$ cat src/rtl/branch_predictor_gshare_r1_if.sv
// Predictor port bundle: predict side and resolution side.
// master drives lookups and updates, slave is the predictor.
interface branch_predictor_gshare_r1_if #(
  parameter int ADDR_WIDTH = 6,
  parameter int HIST_WIDTH = 4
);
  logic [ADDR_WIDTH-1:0] predictAddr;
  logic                  prediction;
  logic [HIST_WIDTH-1:0] predictHist;
  logic                  update;
  logic [ADDR_WIDTH-1:0] updateAddr;
  logic [HIST_WIDTH-1:0] updateHist;
  logic                  branchTaken;
  logic                  ready;

  modport master (
    output predictAddr, update, updateAddr,
    output updateHist, branchTaken,
    input  prediction, predictHist, ready
  );

  modport slave (
    input  predictAddr, update, updateAddr,
    input  updateHist, branchTaken,
    output prediction, predictHist, ready
  );
endinterface

$ cat src/rtl/branch_predictor_gshare_r1.sv
// Gshare/bimodal branch predictor with init sweep.
// Define BPU_GSHARE_EN for gshare indexing, else bimodal.
module branch_predictor_gshare_r1 #(
  parameter int ADDR_WIDTH = 6,
  parameter int CTR_WIDTH  = 2,
  parameter int HIST_WIDTH = 4
) (
  input  logic clk,
  input  logic rst,
  branch_predictor_gshare_r1_if.slave bp
);
  localparam int DEPTH = 1 << ADDR_WIDTH;
  localparam logic [CTR_WIDTH-1:0] CTR_INIT =
    CTR_WIDTH'((1 << (CTR_WIDTH - 1)) - 1);
  localparam logic [CTR_WIDTH-1:0] CTR_MAX = '1;

  typedef enum logic {S_INIT, S_RUN} state_e;

  state_e                state_q;
  logic [ADDR_WIDTH-1:0] ptr_q;
  logic                  ready_q;
  logic [HIST_WIDTH-1:0] ghr_q;
  logic [HIST_WIDTH-1:0] ghr_d;
  logic [CTR_WIDTH-1:0]  tbl_q [DEPTH];

  logic                  upd_en;
  logic [ADDR_WIDTH-1:0] pext;
  logic [ADDR_WIDTH-1:0] uext;
  logic [ADDR_WIDTH-1:0] pidx;
  logic [ADDR_WIDTH-1:0] uidx;
  logic [CTR_WIDTH-1:0]  ctr_rd;
  logic [CTR_WIDTH-1:0]  ctr_u;
  logic [CTR_WIDTH-1:0]  ctr_new;

  assign upd_en = bp.update & ready_q;

`ifdef BPU_GSHARE_EN
  // History shifts in each resolved direction; indices fold it in
  always_comb begin
    ghr_d = ghr_q;
    pext  = '0;
    uext  = '0;
    pext[HIST_WIDTH-1:0] = ghr_q;
    uext[HIST_WIDTH-1:0] = bp.updateHist;
    if (upd_en)
      ghr_d = (ghr_q << 1) | HIST_WIDTH'(bp.branchTaken);
  end
`else
  // Bimodal: history pinned to zero, plain PC indexing
  always_comb begin
    ghr_d = '0;
    pext  = '0;
    uext  = '0;
  end
`endif

  assign pidx = bp.predictAddr ^ pext;
  assign uidx = bp.updateAddr ^ uext;

  assign ctr_rd = tbl_q[pidx];
  assign ctr_u  = tbl_q[uidx];

  assign bp.prediction  = ready_q & ctr_rd[CTR_WIDTH-1];
  assign bp.predictHist = ghr_q;
  assign bp.ready       = ready_q;

  // Saturating step of the counter being resolved
  always_comb begin
    ctr_new = ctr_u;
    if (bp.branchTaken) begin
      if (ctr_u != CTR_MAX) ctr_new = ctr_u + 1'b1;
    end else begin
      if (ctr_u != '0) ctr_new = ctr_u - 1'b1;
    end
  end

  // Init sweep FSM; RUN only left through reset
  always_ff @(posedge clk or negedge rst) begin
    if (!rst) begin
      state_q <= S_INIT;
      ptr_q   <= '0;
      ready_q <= 1'b0;
    end else begin
      unique case (state_q)
        S_INIT: begin
          ptr_q <= ptr_q + 1'b1;
          if (ptr_q == '1) begin
            state_q <= S_RUN;
            ready_q <= 1'b1;
          end
        end
        S_RUN: begin
          ready_q <= 1'b1;
        end
      endcase
    end
  end

  // Global history register
  always_ff @(posedge clk or negedge rst) begin
    if (!rst) ghr_q <= '0;
    else      ghr_q <= ghr_d;
  end

  // Counter table: no reset, rewritten by the sweep
  always_ff @(posedge clk) begin
    if (state_q == S_INIT)
      tbl_q[ptr_q] <= CTR_INIT;
    else if (upd_en)
      tbl_q[uidx] <= ctr_new;
  end
endmodule

$ cat src/flat_wrapper.sv
// flat-port wrapper written by rule: the top's interface ports become plain ports
module branch_predictor_gshare_r1_flat 
#(
  parameter int ADDR_WIDTH = 6,
  parameter int CTR_WIDTH  = 2,
  parameter int HIST_WIDTH = 4
)
  (clk, rst, bp_predictAddr, bp_update, bp_updateAddr, bp_updateHist, bp_branchTaken, bp_prediction, bp_predictHist, bp_ready);
  branch_predictor_gshare_r1_if #(.ADDR_WIDTH(ADDR_WIDTH), .HIST_WIDTH(HIST_WIDTH)) bp_i ();
  input  logic clk;
  input  logic rst;
  input wire logic [$bits(bp_i.predictAddr)-1:0] bp_predictAddr;
  input wire logic [$bits(bp_i.update)-1:0] bp_update;
  input wire logic [$bits(bp_i.updateAddr)-1:0] bp_updateAddr;
  input wire logic [$bits(bp_i.updateHist)-1:0] bp_updateHist;
  input wire logic [$bits(bp_i.branchTaken)-1:0] bp_branchTaken;
  output wire logic [$bits(bp_i.prediction)-1:0] bp_prediction;
  output wire logic [$bits(bp_i.predictHist)-1:0] bp_predictHist;
  output wire logic [$bits(bp_i.ready)-1:0] bp_ready;
  assign bp_i.predictAddr = bp_predictAddr;
  assign bp_i.update = bp_update;
  assign bp_i.updateAddr = bp_updateAddr;
  assign bp_i.updateHist = bp_updateHist;
  assign bp_i.branchTaken = bp_branchTaken;
  assign bp_prediction = bp_i.prediction;
  assign bp_predictHist = bp_i.predictHist;
  assign bp_ready = bp_i.ready;
  branch_predictor_gshare_r1 #(.ADDR_WIDTH(ADDR_WIDTH), .CTR_WIDTH(CTR_WIDTH), .HIST_WIDTH(HIST_WIDTH)) u_core (.clk(clk), .rst(rst), .bp(bp_i));
endmodule
$ cat config.mk
export PLATFORM = sky130hd
export DESIGN_NAME = branch_predictor_gshare_r1_flat
export DESIGN_NICKNAME = d
export VERILOG_FILES = /design/src/rtl/branch_predictor_gshare_r1_if.sv /design/src/rtl/branch_predictor_gshare_r1.sv /design/src/flat_wrapper.sv
export SDC_FILE = /design/constraint.sdc
export NUM_CORES = 1
export LEC_CHECK = 0
export CORE_MARGIN = 8
export CORE_UTILIZATION = 55
export DETAILED_ROUTE_END_ITERATION = 8
export PLACE_DENSITY_LB_ADDON = 0.05
export RECOVER_POWER = 50
export SYNTH_ARGS = -nofsm -noshare
export SYNTH_HDL_FRONTEND = slang
export SYNTH_SLANG_ARGS = --single-unit
$ cat constraint.sdc
create_clock -name clk -period 5.1 [get_ports clk]
set_input_delay 0.765 -clock clk [delete_from_list [all_inputs] [get_ports clk]]
set_output_delay 0.765 -clock clk [all_outputs]
set_load 0.05 [all_outputs]
==> flow_summary.toml <==
[run_status]
status = "finished, final reports clean"

[critical_path]
slowest_delay_ps = 580
crit_slowest_cell = "mux4_2"
end_kind = "primary output"
worst_path_most_repeated_cell = "mux4_2"
arrival_ps = 3530
r2r-start = "u_core.tbl_q[35][0]$_DFFE_PP_"
startpoint = "bp_predictAddr[0]"
cp_num_buf_inv = 3
path_class = "input port to primary output"
cp_cell_sequence = "clkdlybuf4s50_1 -> buf_4 -> mux4_2 -> mux4_2 -> mux4_2 -> and2_1 -> buf_4"
cp_max_fo = 16
reg2reg_slack_ps = 2190
crit_cells = 7
cp.required_ps = 4340
r2r_end = "u_core.tbl_q[10][0]$_DFFE_PP_"
cp-endpoint = "bp_prediction"
cp-start-kind = "input port"
path_delay_family = "multiplexers"
ff2ff_path_depth = 7

[final_layout]
nNetsFinal = 438
seq_area_um2 = 4044
syn_to_final_growth_pct = 14.26
n_antenna_cell = 0
n_fill_cell = 818
multi_input_comb_area_um2 = 2200
fin_util_pct = 64.00
stdcell_area_um2 = 7277
layout-drive-gt1-share_pct = 21.63

[power]
p_int_w = 0.002046
power_density_nw_per_um2 = 347.6
power_frac_seq_pct = 47.6
comb_power_share_pct = 3.4
ir_drop_mv = 0.2309
p_clk_share_pct = 49.0
power.switching_w = 0.0004835
switching_share_pct = 19.11
leakage_nw = 2.021

[clock_tree]
cts_sinks = 136
numCtsBuffers = 17
cts_tree = "yes"
clockBufferDepth = 2
cts.repair.resized = 0
post-cts-setup-buffers = 0
clk_latency_ps = 420
path_clk_slew_ps = 60
cts-htree-levels = 4
cts-root-buf = "clkbuf_16"
ctsHoldBuffers = 0

[sta]
skew_ps = 10.71
timing.fmax_ghz = 0.2326
finalSetupViolations = 0
finalCritPeriodShare_pct = 84.28
rsz0062_at_grt = "no"
setup_tns_ps = 0
relSlewSlack_pct = 46.28
whs_ps = 477.5
worstMarginPinSlew_ps = 805.8
drv_slew = 0
hold_viol = 0
period_needed_ps = 4298

[die]
ioPinCount = 26
die_width_um = 123.6
core-area_um2 = 11370
die_h_um = 123.6
die_area_um2 = 15280
std_cell_rows = 39
start_util_pct = 56.01

[drt]
avgRoutedWirePerCell_um = 25.29
vias = 3661
drt_iter0_drc = 385
viasPerCell = 6.389
first_pass_iters = 5
wl_mm = 14.49
ant_nets = 0
drc_errors = 0

[hold_path]
holdPathStages = 1
hp-class = "register to register"

[flow_run]
cap_violations = 0

[global_route]
gr-usage-all-layers_pct = 20.62
antenna_found_initial = 0
first_global_vias = 3791
grt.overflow.total = 0
grt_pass1_wl_mm = 21.96
grt_start_max_net_pins = 49

[synth]
syn-cell-area_um2 = 6369
ys_seq_area_share_pct = 63.50
synth_edf_count = 128
ys_warn_count = 0
synth_cells = 396
synth_cell_types = 43
ys_ff_latch = 136
async_flop_share_pct = 5.882
postSynthAreaPerCell_um2 = 16.08
synthFlopType = "edfxtp_1"

[place]
place_hpwl_mm = 9.767
dpl_cell_area_um2 = 6684
portBuffers = 17
gp_congestion = 0.8485
## routing by layer
metal  routed length (µm)  global-route usage [%]
met2                 7032                   32.17
met5                    0                       0
met4                  641                   12.79
met3                 1126                   6.482
met1                 5692                   24.73
## cell families after synthesis
| logic type | after synthesis | share of synthesized area [%] |
|---|---|---|
| compound gates | 31 | 3.595 |
| flops | 136 | 63.50 |
| buf+inv | 31 | 2.436 |
| fa+ha+maj | 2 | 0.3536 |
| simple gates | 124 | 8.369 |
| xor+xnor | 5 | 0.6876 |
| mux | 66 | 21.00 |
| other cells | 1 | 0.05888 |
## through the flow
stage                     setup WS (ps)  std cells  power (W)
after floorplan                   530.0        399   0.001287
after global placement            774.1        541   0.001314
after detailed placement          778.4        541   0.001315
after CTS                         777.6        573   0.002543
after global routing              732.6        573   0.002590
final                             801.7        573   0.002530
## sequential cells by signal (all words and copies together), names as in the netlist
| register | count |
|---|---|
| u_core.bp.ready | 1 |
| u_core.ptr_q | 6 |
| u_core.state_q | 1 |
| u_core.tbl_q | 128 |
## cells in the final DEF, fill, tap and decap left out, types with 4 or more instances in the layout
cell / count
conb_1: 4
clkdlybuf4s50_1: 11
clkinv_1: 6
clkbuf_16: 17
nand2_1: 25
edfxtp_1: 128
dfrtp_1: 8
mux4_2: 54
buf_4: 7
bufinv_16: 4
nor2_1: 69
nand2b_1: 4
nand3_1: 5
xnor2_1: 5
inv_1: 5
nor2b_1: 4
mux2i_1: 11
## power groups by stage
stage | clock network (W) | registers [W] | logic (W)
global route | 0.00129 | 0.00120 | 0.0000933
global placement | 0 | 0.00123 | 0.0000882
detailed placement | 0 | 0.00123 | 0.0000884
CTS | 0.00125 | 0.00120 | 0.0000886
finish | 0.00124 | 0.00120 | 0.0000870
floorplan | 0 | 0.00123 | 0.0000609
## synth_stat cells, types with 3 or more instances
library cell	n	area share, %
and2_1	3	0.29
nor2b_1	4	0.39
or3_1	3	0.29
xnor2_1	5	0.69
a21oi_1	3	0.24
nand2_1	25	1.5
nand2b_1	4	0.39
nor2_1	70	4.1
dfrtp_1	8	3.1
buf_4	6	0.71
clkbuf_1	12	0.71
o31ai_1	3	0.35
mux2i_1	11	1.7
a221oi_1	3	0.41
nand3_1	5	0.39
a32oi_1	3	0.41
mux4_2	54	19
edfxtp_1	128	60
o21ai_0	4	0.31
inv_1	5	0.29
buf_2	7	0.55
## cell type report
type	instances	share of cell area (%)
timing repair buffer	25	3.336
tap	143	2.459
clock inverter	12	2.149
inverter	5	0.2579
sequential	136	55.57
clock buffer	20	6.001
multi-input combinational	232	30.23
## how the worst min path moves through the flow
stage / slack [ps] / from / end
after global placement: 470 / u_core.ptr_q[3]$_DFFE_PN0N_ / u_core.ptr_q[3]$_DFFE_PN0N_
after detailed placement: 470 / u_core.ptr_q[3]$_DFFE_PN0N_ / u_core.ptr_q[3]$_DFFE_PN0N_
after global routing: 500 / u_core.ptr_q[3]$_DFFE_PN0N_ / u_core.ptr_q[3]$_DFFE_PN0N_
after CTS: 490 / u_core.ptr_q[3]$_DFFE_PN0N_ / u_core.ptr_q[3]$_DFFE_PN0N_
final: 480 / u_core.ptr_q[3]$_DFFE_PN0N_ / u_core.ptr_q[3]$_DFFE_PN0N_
after floorplan: 450 / u_core.ptr_q[3]$_DFFE_PN0N_ / u_core.ptr_q[3]$_DFFE_PN0N_
Power figures use the tool's default switching activity.
